[src/rtl/vga_timing_gen.sv]
// Parametrised raster timing generator with a pixel-tick divider, line/frame strobes
// and a scaled sub-window coordinate; every output is decoded from the next position and registered.
module vga_timing_gen #(
  parameter int   H_ACTIVE  = 640,
  parameter int   H_FP      = 16,
  parameter int   H_SYNC    = 96,
  parameter int   H_BP      = 48,
  parameter int   V_ACTIVE  = 480,
  parameter int   V_FP      = 10,
  parameter int   V_SYNC    = 2,
  parameter int   V_BP      = 33,
  parameter logic HS_POL    = 1'b0,
  parameter logic VS_POL    = 1'b0,
  parameter int   CLK_DIV   = 2,
  parameter int   CW        = 11,
  parameter int   WIN_X0    = 64,
  parameter int   WIN_Y0    = 0,
  parameter int   WIN_SHIFT = 1
) (
  input  logic          Clk,
  input  logic          Reset,
  output logic          pix_tick,
  output logic          hs,
  output logic          vs,
  output logic          blank,
  output logic          sync,
  output logic [CW-1:0] DrawX,
  output logic [CW-1:0] DrawY,
  output logic          line_start,
  output logic          frame_start,
  output logic          win_active,
  output logic [8:0]    WinX,
  output logic [7:0]    WinY
);
  localparam int H_TOTAL = H_ACTIVE + H_FP + H_SYNC + H_BP;
  localparam int V_TOTAL = V_ACTIVE + V_FP + V_SYNC + V_BP;
  localparam int DW      = (CLK_DIV > 1) ? $clog2(CLK_DIV) : 1;

  localparam logic [DW-1:0] DIV_LAST = DW'(CLK_DIV - 1);
  localparam logic [CW-1:0] H_LAST   = CW'(H_TOTAL - 1);
  localparam logic [CW-1:0] V_LAST   = CW'(V_TOTAL - 1);
  localparam logic [31:0]   HA       = 32'(H_ACTIVE);
  localparam logic [31:0]   VA       = 32'(V_ACTIVE);
  localparam logic [31:0]   HS_BEG   = 32'(H_ACTIVE + H_FP);
  localparam logic [31:0]   VS_BEG   = 32'(V_ACTIVE + V_FP);
  localparam logic [31:0]   HS_LEN   = 32'(H_SYNC);
  localparam logic [31:0]   VS_LEN   = 32'(V_SYNC);
  localparam logic [31:0]   WX0      = 32'(WIN_X0);
  localparam logic [31:0]   WY0      = 32'(WIN_Y0);
  localparam logic [31:0]   WW       = 32'(256 << WIN_SHIFT);
  localparam logic [31:0]   WH       = 32'(240 << WIN_SHIFT);

  logic [DW-1:0] div;
  logic [CW-1:0] nx, ny;
  logic [31:0]   ex, ey, xoff, yoff;
  logic          vis, win, hs_in, vs_in;

  // Next position; Reset forces (0,0) so the reset cycle decodes like any other.
  always_comb begin
    nx = DrawX;
    ny = DrawY;
    if (pix_tick) begin
      if (DrawX == H_LAST) begin
        nx = '0;
        ny = (DrawY == V_LAST) ? '0 : DrawY + CW'(1);
      end else begin
        nx = DrawX + CW'(1);
      end
    end
    if (Reset) begin
      nx = '0;
      ny = '0;
    end
  end

  // Offsets wrap when below the region start, so a single unsigned compare covers both bounds.
  assign ex    = 32'(nx);
  assign ey    = 32'(ny);
  assign xoff  = ex - WX0;
  assign yoff  = ey - WY0;
  assign hs_in = (ex - HS_BEG) < HS_LEN;
  assign vs_in = (ey - VS_BEG) < VS_LEN;
  assign vis   = (ex < HA) && (ey < VA);
  assign win   = vis && (xoff < WW) && (yoff < WH);
  assign sync  = 1'b0;

  always_ff @(posedge Clk) begin
    if (Reset) begin
      div      <= '0;
      pix_tick <= 1'b0;
    end else begin
      div      <= (div == DIV_LAST) ? '0 : div + DW'(1);
      pix_tick <= (div == DIV_LAST);
    end
    DrawX       <= nx;
    DrawY       <= ny;
    hs          <= hs_in ? HS_POL : ~HS_POL;
    vs          <= vs_in ? VS_POL : ~VS_POL;
    blank       <= vis;
    line_start  <= !Reset && pix_tick && (nx == '0);
    frame_start <= !Reset && pix_tick && (nx == '0) && (ny == '0);
    win_active  <= win;
    WinX        <= win ? 9'(xoff >> WIN_SHIFT) : '0;
    WinY        <= win ? 8'(yoff >> WIN_SHIFT) : '0;
  end
endmodule

[config.mk]
export PLATFORM = sky130hd
export DESIGN_NAME = vga_timing_gen
export DESIGN_NICKNAME = d
export VERILOG_FILES = /design/src/rtl/vga_timing_gen.sv
export SDC_FILE = /design/constraint.sdc
export NUM_CORES = 1
export LEC_CHECK = 0
export ABC_AREA = 1
export CORE_MARGIN = 5
export CORE_UTILIZATION = 40
export DETAILED_ROUTE_END_ITERATION = 8
export PLACE_DENSITY = 0.72
export SLEW_MARGIN = 20
export SYNTH_ARGS = -nofsm -noshare
export SYNTH_HDL_FRONTEND = slang
export SYNTH_SLANG_ARGS = --single-unit
[constraint.sdc]
create_clock -name Clk -period 5.25 [get_ports Clk]
set_input_delay 1.575 -clock Clk [delete_from_list [all_inputs] [get_ports Clk]]
set_output_delay 1.575 -clock Clk [all_outputs]
set_load 0.02 [all_outputs]
After elaboration in Yosys (flattened, before gate mapping) --
Cells that the tools add are included.
Storage, ports and cells: memory bits (writable) 0, memory bits (read-only) 0, output and inout port bits 47, register bits 47, word-level logic and storage cells 44, input bits 2, bits in latches 0, memories 0
Operators by class: reduce and logical (&&, ||, !) cells 10, bitwise gates (word level) 0, shift-type cells 0, muxes and demuxes 9, add/sub/neg operators 6, $mul 0, $lt $le $gt $ge 5, equality and inequality tests 2, div/mod/pow operators 0
Operator list (number):
- $mux 11 | 7
- $lt 32x10->1 const B | 1
- $lt 32x2->1 const B | 1
- $lt 32x7->1 const B | 1
- $add 11x1->11 const B | 2
- $eq 11x10->1 const B | 2
- $logic_not 11->1 | 2
- $sub 11x10->12 const B | 1
- $sub 11x7->12 const B | 1
- $sub 11x9->12 const B | 1
- $lt 11x10->1 const B | 1
- $lt 11x9->1 const B | 1
- $logic_and 1x1->1 | 6
- $mux 1 | 2
- $reduce_or 2->1 | 1
- $add 1x1->1 const B | 1
- $logic_not 1->1 | 1

Longest topological paths before layout --
depth after elaboration 9, mapped depth 19, depth with buffers taken out 18

Least setup slack after synthesis --
OpenSTA, ideal clock, no wires.
path kind input to register, start point input Reset, end point register vs, buffers on the path 1, path slack 2.102 ns, data arrival time 3.027 ns, required time 5.129 ns, cell stages on the path 12, path through inv_1 > clkbuf_1 > nand3_1 > ha_1 > inv_1 > nand4_1 > nand2_1 > nand2_1 > nand2_1 > nand2_1 > nor2_1 > nand3_1
Between the ends: cells in the longest elaborated chain, start to end 4
RTL lines:
- start: declaration | RTL line 21 | input logic Reset,
- $mux 11 | RTL line 70 | if (Reset) begin
- $sub 11x9->12 | RTL line 82 | assign vs_in = (ey - VS_BEG) < VS_LEN;
- $lt 32x2->1 | RTL line 82
- $mux 1 | RTL line 98 | vs <= vs_in ? VS_POL : ~VS_POL;
- end signal: assignment | RTL line 98
- end: declaration | RTL line 24 | output logic vs,
Every way passes these cells. A chain may end at the register's enable or synchronous reset.

Worst setup path after layout --
start point input Reset, end point register WinY[3]
Between the ends: cells in the longest elaborated chain, start to end 5
RTL lines:
- $mux 11 | RTL line 70
- $sub 11x7->12 | RTL line 79 | assign xoff = ex - WX0;
- net xoff[6] | RTL line 55 | logic [31:0] ex, ey, xoff, yoff;
- $lt 32x10->1 | RTL line 84 | assign win = vis && (xoff < WW) && (yoff < WH);
- $logic_and 1x1->1 (2 in a row) | RTL line 84
- end signal: assignment | RTL line 104 | WinY <= win ? 8'(yoff >> WIN_SHIFT) : '0;
- end: declaration | RTL line 33 | output logic [7:0] WinY
The timed path passes the listed nets, and every way through them passes these cells.

==> flow_metrics.tcl <==
set metrics [dict create \
    setup_viol 0 \
    worst_r2r_path_depth 14 \
    synth_area_um2 2780 \
    grt_first_pass_wirelength_um 12000 \
    viasPerCell 4.96 \
    die_y_um 93.3 \
    yosysTopAreaCell "dfxtp_1" \
    synth_flop_cell "dfxtp_1" \
    p_per_area_nw_per_um2 189 \
    htreeDepth 2 \
    postSynthAreaPerCell_um2 7.10 \
    dp.cells 515 \
    cts_tree "yes" \
    ys_seq_area_share_pct 33.9 \
    grt_max_degree 22 \
    fmax_mhz 254 \
    maxCapViolations 0 \
    cp.arrival_ps 4170 \
    vdd_drop_max_mv 0.111 \
    hp-class "flop to flop" \
    drt_pre_antenna_iters 5 \
    clockRootBuffer "clkbuf_8" \
    vias 2593 \
    n_antenna_cell 0 \
    final_common_cell "nand2_1" \
    cp.required_ps 5480 \
    worst_slack_ps 1310 \
    stdcell_count 523 \
    clkSlewWorstSetupHoldPaths_ps 100 \
    drive_above_1_share_pct 14.0 \
    power_w 0.000642 \
    holdBufCountCts 0 \
    dp_hpwl_um 5740 \
    ys_ff_latch 47 \
    synth_edf_count 0 \
    wl_um 7230 \
    synth_cell_type_count 34 \
    antenna_found_initial 0 \
    drt-wirelength-per-cell_um 13.8 \
    cts_buffers 5 \
    cts.sinks 47 \
    slew_viol_final 0 \
    synth-adder-area-share_pct 4.06 \
    die_x_um 93.3 \
    synth_area_leaders "dfxtp_1 34%, nand2_1 14%, inv_1 7.8%, nor2_4 6.9%, nand3_1 6.7%" \
    detailedPlace.worstSlack_ps 1020 \
    slowest_delay_ps 540 \
    multi_input_area_um2 1550 \
    initial_core_util_pct 41.1 \
    drc 0 \
    crit_slowest_cell "clkdlybuf4s50_1" \
    grt_pass1_vias 2499 \
    dr.first_iter.drc_count 220 \
    cp.depth 11 \
    synth_top_family_by_area "simple AND/OR/NAND/NOR gates" \
    grt-ovfl-total 0 \
    cp_max_fo 17 \
    clock_skew_ps 9.86 \
    period_needed_ps 3940 \
    hold_viol 0 \
    io_pins 49 \
    hold_path_depth 1 \
    rsz0062_at_grt "false" \
    insertion_delay_ps 300 \
    regArea_um2 941 \
    synthArstFlopShare_pct 0 \
    synth_mux_area_share_pct 0 \
    end_kind "flop" \
    post_cts_resized 0 \
    tns_ps 0 \
    core_area_um2 6760 \
    syn_inst 391 \
    routabilityCongestion 0.929 \
    status "completed" \
    syn_to_final_growth_pct 22.6 \
    synth_compound_area_share_pct 3.70 \
    synthSimpleGateAreaFrac_pct 46.7 \
    die_area_um2 8710 \
    cp_cell_sequence "clkdlybuf4s50_1, inv_1, nand3_1, ha_1, inv_1, nor2_2, nand3_1, nand2_1, nor2_4, nand3_4, nor2_1" \
    fin_nets 453 \
    drtAntennaViolNets 0 \
    final_core_util_pct 50.4 \
    leakagePower_nw 1.61 \
    crit_type "input port to flop" \
    synthXorXnorAreaFrac_pct 1.26 \
    synth_top_area_share_pct 33.9 \
    yosys_warnings 0 \
    cp_num_buf_inv 3 \
    crit_path_start_kind "input port" \
    period_share_pct 75.1 \
    fillerInstances 656 \
    rows 30 \
    cts_buffer_depth 2 \
    grtUsageTotal_pct 17.3 \
    cts_setup_buffers 0 \
    final_cell_mix "106 x nand2_1, 58 x inv_1, 47 x dfxtp_1, 47 x clkdlybuf4s50_1, 40 x nor2_1" \
    portBuffers 47 \
    path_delay_family "simple AND/OR/NAND/NOR gates" \
]
## registers in the layout, indices dropped and copies added, names as in the netlist, 8 cells and up
| name | cells |
|---|---|
| DrawX | 11 |
| DrawY | 11 |
| WinX | 9 |
| WinY | 8 |
## synth_stat cells (2+ instances only)
cell      number
o21ai_1        2
nor2_1        40
nand2_2        7
a21oi_1        3
nand4_1       12
nand3b_1       2
inv_1         58
buf_2          2
nand3_4        4
nor3_1         4
nand2_1      106
nand3_1       37
nor2_2         7
inv_2          6
xor2_1         4
o21ai_0        4
nand3_2        6
nor2_4        17
ha_1           9
dfxtp_1       47
## area by class of cell
cell class / count / area share, %
tap: 80 / 2.94
inverter: 65 / 7.17
sequential: 47 / 27.6
multi-input combinational: 275 / 45.6
clock buffer: 5 / 2.02
timing repair buffer: 48 / 14.0
clock inverter: 3 / 0.551
## path summary, 6_finish.rpt
path	end	start	slack (ps)
max	WinY[3]$_SDFF_PN0_	Reset	1310
min	div$_SDFF_PP0_	div$_SDFF_PP0_	420
max reg2reg	frame_start$_DFF_P_	DrawX[0]$_DFF_P_	2430
min reg2reg	div$_SDFF_PP0_	div$_SDFF_PP0_	420
## power by group
part / internal [W] / switching (W) / total [W]
Sequential: 0.000362 / 0.00000593 / 0.000368
Combinational: 0.0000195 / 0.0000354 / 0.0000549
Clock: 0.0000940 / 0.000125 / 0.000219
## through the flow
stage,hold slack (ps),cell area [um2]
2_1_floorplan,385,2780
3_3_place_gp,395,3320
3_5_place_dp,415,3320
4_1_cts,430,3400
5_1_grt,442,3400
6_report,423,3400
## layer usage
metal / global-route usage [%] / wire, um
met4: 6.72 / 187
met5: 0 / 0
met2: 28.5 / 3420
met1: 22.4 / 3240
met3: 2.98 / 370
## cells by family after synthesis
logic type	after synthesis
and+or+nand+nor	245
xor gates and xnor gates	4
other	1
buffers and inverters	70
DFF	47
adders and majority gates	9
AOI/OAI and AO/OA	15
No activity file was read; power rests on OpenSTA's default activity.
